<file path="src/rtl/key_event_gen.sv">
// Four-button key event generator: press/release/auto-repeat per button,
// per-button pending slots, lowest-index arbitration into a 4-deep event FIFO.
//
// state | meaning
// UP    | button released, waiting for press
// WAIT  | pressed, counting down the initial repeat delay
// RPT   | auto-repeating at the repeat interval
module key_event_gen #(
  parameter logic [15:0] TICK_DIV = 16'd25000,
  parameter logic [15:0] REP_DLY  = 16'd500,
  parameter logic [15:0] REP_INT  = 16'd100
) (
  input  logic       Clock,
  input  logic       Reset,
  input  logic [3:0] btn,
  output logic       ev_valid,
  input  logic       ev_ready,
  output logic [3:0] ev_data,
  output logic       ovf,
  input  logic       clr_ovf
);

  typedef enum logic [1:0] {UP, WAIT, RPT} state_t;

  localparam logic [1:0] T_PRESS = 2'b00;
  localparam logic [1:0] T_REL   = 2'b01;
  localparam logic [1:0] T_RPT   = 2'b10;
  localparam logic [15:0] RELOAD = (TICK_DIV == 16'd0) ? 16'd0 : TICK_DIV - 16'd1;

  logic [15:0] presc;
  logic        tick;

  state_t      state_q [4];
  state_t      state_d [4];
  logic [15:0] timer_q [4];
  logic [15:0] timer_d [4];
  logic [3:0]  emit;
  logic [1:0]  emit_type [4];

  logic [3:0]  slot_v;
  logic [1:0]  slot_t [4];
  logic [3:0]  drain;
  logic [3:0]  lost;

  logic [3:0]  mem [4];
  logic [1:0]  wr_ptr, rd_ptr;
  logic [2:0]  count;
  logic        fifo_full, pop, push;
  logic [3:0]  push_data;
  logic        ovf_q;

  assign tick = (presc == 16'd0);

  always_comb begin
    for (int i = 0; i < 4; i++) begin
      state_d[i]   = state_q[i];
      timer_d[i]   = timer_q[i];
      emit[i]      = 1'b0;
      emit_type[i] = T_PRESS;
      case (state_q[i])
        UP: begin
          if (btn[i]) begin
            state_d[i]   = WAIT;
            timer_d[i]   = REP_DLY;
            emit[i]      = 1'b1;
            emit_type[i] = T_PRESS;
          end
        end
        WAIT, RPT: begin
          if (!btn[i]) begin
            state_d[i]   = UP;
            timer_d[i]   = 16'd0;
            emit[i]      = 1'b1;
            emit_type[i] = T_REL;
          end else if (tick && (state_q[i] == RPT || REP_DLY != 16'd0)) begin
            if (timer_q[i] != 16'd0) begin
              timer_d[i] = timer_q[i] - 16'd1;
            end else begin
              state_d[i]   = RPT;
              timer_d[i]   = REP_INT;
              emit[i]      = 1'b1;
              emit_type[i] = T_RPT;
            end
          end
        end
        default: state_d[i] = UP;
      endcase
    end
  end

  assign fifo_full = (count == 3'd4);
  assign ev_valid  = !Reset && (count != 3'd0);
  assign pop       = ev_valid && ev_ready;
  assign ev_data   = ev_valid ? mem[rd_ptr] : 4'b0000;
  assign ovf       = ovf_q && !Reset;

  // Descending scan so the lowest full slot wins the grant.
  always_comb begin
    drain     = 4'b0000;
    push      = 1'b0;
    push_data = 4'b0000;
    if (!fifo_full || pop) begin
      for (int i = 3; i >= 0; i--) begin
        if (slot_v[i]) begin
          drain     = 4'b0000;
          drain[i]  = 1'b1;
          push      = 1'b1;
          push_data = {slot_t[i], 2'(i)};
        end
      end
    end
  end

  always_comb begin
    for (int i = 0; i < 4; i++) begin
      lost[i] = emit[i] && slot_v[i] && !drain[i];
    end
  end

  always_ff @(posedge Clock) begin
    if (Reset) begin
      presc  <= RELOAD;
      slot_v <= 4'b0000;
      wr_ptr <= 2'd0;
      rd_ptr <= 2'd0;
      count  <= 3'd0;
      ovf_q  <= 1'b0;
      for (int i = 0; i < 4; i++) begin
        state_q[i] <= UP;
        timer_q[i] <= 16'd0;
        slot_t[i]  <= 2'b00;
        mem[i]     <= 4'b0000;
      end
    end else begin
      presc <= tick ? RELOAD : presc - 16'd1;
      for (int i = 0; i < 4; i++) begin
        state_q[i] <= state_d[i];
        timer_q[i] <= timer_d[i];
        if (emit[i] && !lost[i]) begin
          slot_v[i] <= 1'b1;
          slot_t[i] <= emit_type[i];
        end else if (drain[i]) begin
          slot_v[i] <= 1'b0;
        end
      end
      if (|lost) begin
        ovf_q <= 1'b1;
      end else if (clr_ovf) begin
        ovf_q <= 1'b0;
      end
      if (push) begin
        mem[wr_ptr] <= push_data;
        wr_ptr      <= wr_ptr + 2'd1;
      end
      if (pop) begin
        rd_ptr <= rd_ptr + 2'd1;
      end
      case ({push, pop})
        2'b10:   count <= count + 3'd1;
        2'b01:   count <= count - 3'd1;
        default: count <= count;
      endcase
    end
  end

endmodule
</file>
<file path="config.mk">
export PLATFORM = sky130hd
export DESIGN_NAME = key_event_gen
export DESIGN_NICKNAME = d
export VERILOG_FILES = /design/src/rtl/key_event_gen.sv
export SDC_FILE = /design/constraint.sdc
export NUM_CORES = 1
export LEC_CHECK = 0
export CAP_MARGIN = 20
export CORE_ASPECT_RATIO = 1.25
export CORE_MARGIN = 4
export CORE_UTILIZATION = 40
export DETAILED_ROUTE_END_ITERATION = 12
export SLEW_MARGIN = 30
export SYNTH_ARGS = -nofsm -noshare
export SYNTH_HDL_FRONTEND = slang
export SYNTH_SLANG_ARGS = --single-unit
</file>
<file path="constraint.sdc">
create_clock -name Clock -period 3.5 [get_ports Clock]
set_clock_uncertainty 0.1 [all_clocks]
set_input_delay 1.05 -clock Clock [delete_from_list [all_inputs] [get_ports Clock]]
set_output_delay 1.05 -clock Clock [all_outputs]
set_load 0.01 [all_outputs]
</file>
### Yosys cells after proc, flatten, opt, wreduce, memory -nomap -nowiden

Memories as Yosys holds them, arrays and structs flattened. A register that Yosys moved wholly into a read port is not among the register bits.
Cells that the tools add are included.

| word-level totals | value |
|---|---|
| register bits | 28 |
| bits in writable memories | 96 |
| memories | 4 |

| cells by class | value |
|---|---|
| add/subtract/negate cells | 9 |
| equality and inequality tests | 11 |
| muxes and demuxes | 138 |
| bitwise logic cells | 12 |
| reductions and logical operators | 49 |

Memories:

| name | words | width | rd ports | clocked after memory_dff | wr ports | line | source |
|---|---|---|---|---|---|---|---|
| timer_q | 4 | 16 | 4 | 0 | 4 | 35 | `logic [15:0] timer_q [4];` |
| mem | 4 | 4 | 1 | 1 | 4 | 45 | `logic [3:0] mem [4];` |
| slot_t | 4 | 2 | 4 | 0 | 4 | 41 | `logic [1:0] slot_t [4];` |
| state_q | 4 | 2 | 4 | 0 | 4 | 33 | `state_t state_q [4];` |

Operator list:

| kind | number |
|---|---|
| $mux 16 | 20 |
| $pmux 16 s2 | 4 |
| $mux 2 | 43 |
| $sub 16x1->16 const B | 5 |
| $reduce_bool 16->1 | 4 |
| $mux 1 | 50 |
| $mux 4 | 12 |
| $logic_not 16->1 | 1 |
| $pmux 2 s2 | 4 |
| $logic_and 1x1->1 | 15 |
| $or 1x1->1 | 12 |
| $reduce_bool 2->1 | 6 |
| $eq 2x1->1 const B | 5 |
| $eq 2x2->1 const B | 5 |
| $logic_not 1->1 | 10 |
| $reduce_or 2->1 | 5 |
| $logic_not 2->1 | 4 |
| $pmux 1 s2 | 4 |
| $reduce_or 4->1 | 2 |
| $pmux 3 s2 | 1 |
| $add 2x1->2 const B | 2 |
| $add 3x1->3 const B | 1 |
| $eq 3x3->1 const B | 1 |
| $reduce_bool 3->1 | 1 |
| 2 further kinds | 2 |

### Longest topological paths before layout

| logic depth | value |
|---|---|
| depth after elaboration | 13 |
| mapped depth | 11 |
| gate-level depth less buffers | 9 |

### Least setup slack after synthesis

No wires, ideal clock.

| timing | value |
|---|---|
| path type | input to output |
| from | input Reset |
| to | output ovf |
| arrival time | 1.930 ns |
| data required time | 2.350 ns |
| slack | 0.420 ns |
| cell stages on the path | 4 |
| buffers on the path | 3 |
| cells stage by stage | clkbuf_1 clkbuf_1 clkbuf_1 nor2_1 |

| between the ends | value |
|---|---|
| cells in the longest elaborated chain, start to end | 2 |

Ends and longest elaborated chain:

| what | line | source |
|---|---|---|
| from (decl) | 14 | `input logic Reset,` |
| $logic_not 1->1 | 95 | `assign ovf = ovf_q && !Reset;` |
| $logic_and 1x1->1 | 95 |  |
| to (decl) | 19 | `output logic ovf,` |

Every way passes these cells.

### Final worst setup path

| timing | value |
|---|---|
| from | input Reset |
| to | output ev_data[3] |

| between the ends | value |
|---|---|
| cells in the longest elaborated chain, start to end | 3 |

Ends and longest elaborated chain:

| what | line | source |
|---|---|---|
| $logic_not 1->1 | 92 | `assign ev_valid = !Reset && (count != 3'd0);` |
| $logic_and 1x1->1 | 92 |  |
| $mux 4 | 94 | `assign ev_data = ev_valid ? mem[rd_ptr] : 4'b0000;` |
| to (decl) | 18 | `output logic [3:0] ev_data,` |

Every way passes these cells.

==> metrics.csv <==
metric,value,unit
hold_sp,presc[0],
Hold Path Class,flip-flop to flip-flop,
Synth Register Bits,126,
hold-critical path depth,1,
ys async rst share,0,%
Placed Area,7117,sq um
vias in the first global route,5598,
NetSw,1.542,mW
Bufs on Longest Clock Path,2,
share of layout cells above drive strength 1,7.645,%
power density cells,613.2,nW/um^2
P_int,3.142,mW
Final setup viols,0,
"Distinct cells, synth",57,
starting density of the core,41.32,%
GRT Max-Usage Layer,met2,
sw frac,32.92,%
setup repair bufs after CTS,0,
Final Core Density,46.59,%
largest net degree at the start of global routing,57,
Fmax,0.2991,GHz
Die X,124.4,um
initial antenna violation count,0,
DRC,0,
GRT met1 Usage,18.49,%
"commonest non-fill, non-tap cell in the layout",dfxtp_1,
R2R setup slack,0.76,ns
gp weighted congestion,0.8516,
syn avg cell area,8.587,sq um
RSZ-0062 raised after global routing,false,
CTS H-tree lvls,4,
reg2reg start,timer_q[1][0],
total CTS buffers,17,
Slew @ Worst Pin,1.006,ns
grt met2 use,27.91,%
CTS tree,built,
Port Buffer Count,13,
Hold Buf Count CTS,0,
Post-Synthesis Cells,789,
Synthesized Nets,821,
TNS Setup,0,ns
vias,5848,
Crit. End Element,output pin,
M3 GR Usage,3.262,%
post-synthesis instance area,6775,sq um
hpwl dp,10900,um
Hold Path End,presc[0],
Post-CTS Resized,0,
CP Launch Type,input port,
Final Instance Area,7639,sq um
NumNets Final,831,
part of the power in registers,39.6,%
Static Leak,2.813,nW
Ys Warns,0,
Required @ worst endpoint,2.35,ns
max-cap violation count,0,
drt total wl,15270,um
critical path class,input port to output pin,
detail-routed via count per cell,5.694,
Core ar.,16400,sq um
Fillers,1592,
worst path arrival time,2.19,ns
"CTS clk-pin slew, worst paths",0.05,ns
final worst path period need,3.344,ns
Rel. slew slack,32.05,%
Routed Antenna Nets,0,
status,completed,
total die area,19100,sq um
Post-synth EDFFs,24,
Root Buffer,clkbuf_16,
GRT Util Overall,15.84,%
ANT cells,0,
initial DRC count,436,
"Slew Viols, Final",0,
CTS sink count,126,
Clock Latency Late Sink,0.42,ns
FF-to-FF path depth,7,
Final Hold Viols,0,
CP max FO,7,
Clk pwr share,33.4,%
drt pass-1 iters,5,
maximum VDD drop,359.3,uV
Die H,153.5,um
"Seq/Total Area, Yosys",40.78,%
I/O pin cnt,14,
top_reg_cell synth,dfxtp_1,
"commonest non-fill, non-tap cells in the layout","dfxtp_1 (102), nor2_1 (81), a21oi_1 (80)",
reg2reg end,timer_q[1][7],
total congestion overflow,0,
first-pass GRT wire length,25710,um
Syn-to-layout area delta,12.74,%
DR WL/cell,14.87,um
final worst path period share,95.53,%
Logic pwr share,27.0,%
FP Rows,52,
==> kinds of logic (layout without fill, tap and decap cells) <==
family	after synthesis	in the layout	synth area share [%]
buffers and inverters	65	87	3.841
adder cells (fa/ha/maj)	24	24	4.543
multiplexers	4	4	1.330
XOR/XNOR	30	30	3.878
AND/OR/NAND/NOR	320	320	25.91
flip-flops	126	126	40.78
AO/OA/AOI/OAI	220	220	19.72
==> power groups by stage <==
| stage | logic [mW] | clock network, mW | registers, mW |
|---|---|---|---|
| floorplan | 0.995 | 0 | 1.82 |
| finish | 1.27 | 1.56 | 1.85 |
| detailed placement | 1.25 | 0 | 1.88 |
| global placement | 1.22 | 0 | 1.87 |
| global route | 1.42 | 1.66 | 1.88 |
| CTS | 1.26 | 1.60 | 1.85 |
==> layer usage <==
layer,routed length [um],vias to the layer above
met2,7707,119
met3,503,32
met1,6698,2761
met5,0,-
met4,363,0
li1,-,2936
==> sequential cells by signal (all words and copies together) (netlist names), named ones only <==
register / count
timer_q: 64
mem: 16
presc: 16
slot_t: 8
state_q: 8
slot_v: 4
count: 3
rd_ptr: 2
wr_ptr: 2
ovf_q: 1
==> synth_stat cells, types with 4 or more instances <==
library cell / number / area [sq um]
nand4_1: 11 / 68.82
nand3b_1: 5 / 37.54
nor2b_1: 12 / 75.07
o41ai_1: 6 / 52.55
or4_1: 26 / 195.2
nand2b_1: 5 / 31.28
edfxtp_1: 24 / 720.7
and2_1: 8 / 50.05
nand3_1: 17 / 85.08
clkbuf_1: 23 / 86.33
nor4_1: 17 / 106.4
a31oi_1: 4 / 25.02
a21oi_1: 80 / 400.4
nor4b_1: 5 / 43.79
nor2_1: 81 / 304.0
o31ai_1: 12 / 90.09
and4_1: 4 / 35.03
ha_1: 23 / 287.8
dfxtp_1: 102 / 2042
xor2_1: 17 / 148.9
o2111ai_1: 4 / 35.03
o21a_1: 9 / 67.56
mux4_2: 4 / 90.09
or2_2: 5 / 31.28
inv_1: 31 / 116.4
o21ai_0: 57 / 285.3
nand2_1: 50 / 187.7
nor3_1: 24 / 120.1
a211oi_1: 7 / 52.55
a21o_1: 14 / 105.1
buf_2: 10 / 50.05
or3_1: 33 / 206.5
xnor2_1: 13 / 113.9
o211ai_1: 8 / 60.06
==> metrics by stage <==
stage          hold WS (ns)  instances  setup WS (ns)  total power, mW
5_1_grt              0.3526       1027        0.06716            4.967
4_1_cts              0.3176       1027         0.1361            4.717
3_5_place_dp         0.3048        996         0.1273            3.132
2_1_floorplan        0.2850        789         0.4197            2.819
6_report             0.3132       1027         0.1565            4.684
3_3_place_gp         0.3047        996         0.1899            3.091
==> worst max-delay path, stage by stage <==
cell and delay, ns:
buf_2 0.14, nor2_1 0.30, and2_1 0.18, clkdlybuf4s50_1 0.53
==> worst max path at each step <==
stage	cells after the start	slack [ns]	end	startpoint
2_1_floorplan	4	0.42	ovf	Reset
3_3_place_gp	4	0.19	ev_data[2]	Reset
3_5_place_dp	10	0.13	count[2]	ev_ready
4_1_cts	4	0.14	ev_data[2]	Reset
5_1_grt	4	0.07	ev_data[0]	Reset
6_report	4	0.16	ev_data[3]	Reset
==> area by class of cell <==
cell class	count	area [sq um]	area share (%)
multi-input combinational	598	3752	49.12
sequential	126	2763	36.17
clock buffer	23	478.0	6.257
tap	216	270.3	3.538
timing repair buffer	25	215.2	2.817
inverter	31	116.4	1.523
clock inverter	8	43.79	0.5733
Note: power is estimated with default switching activity, not from simulation.
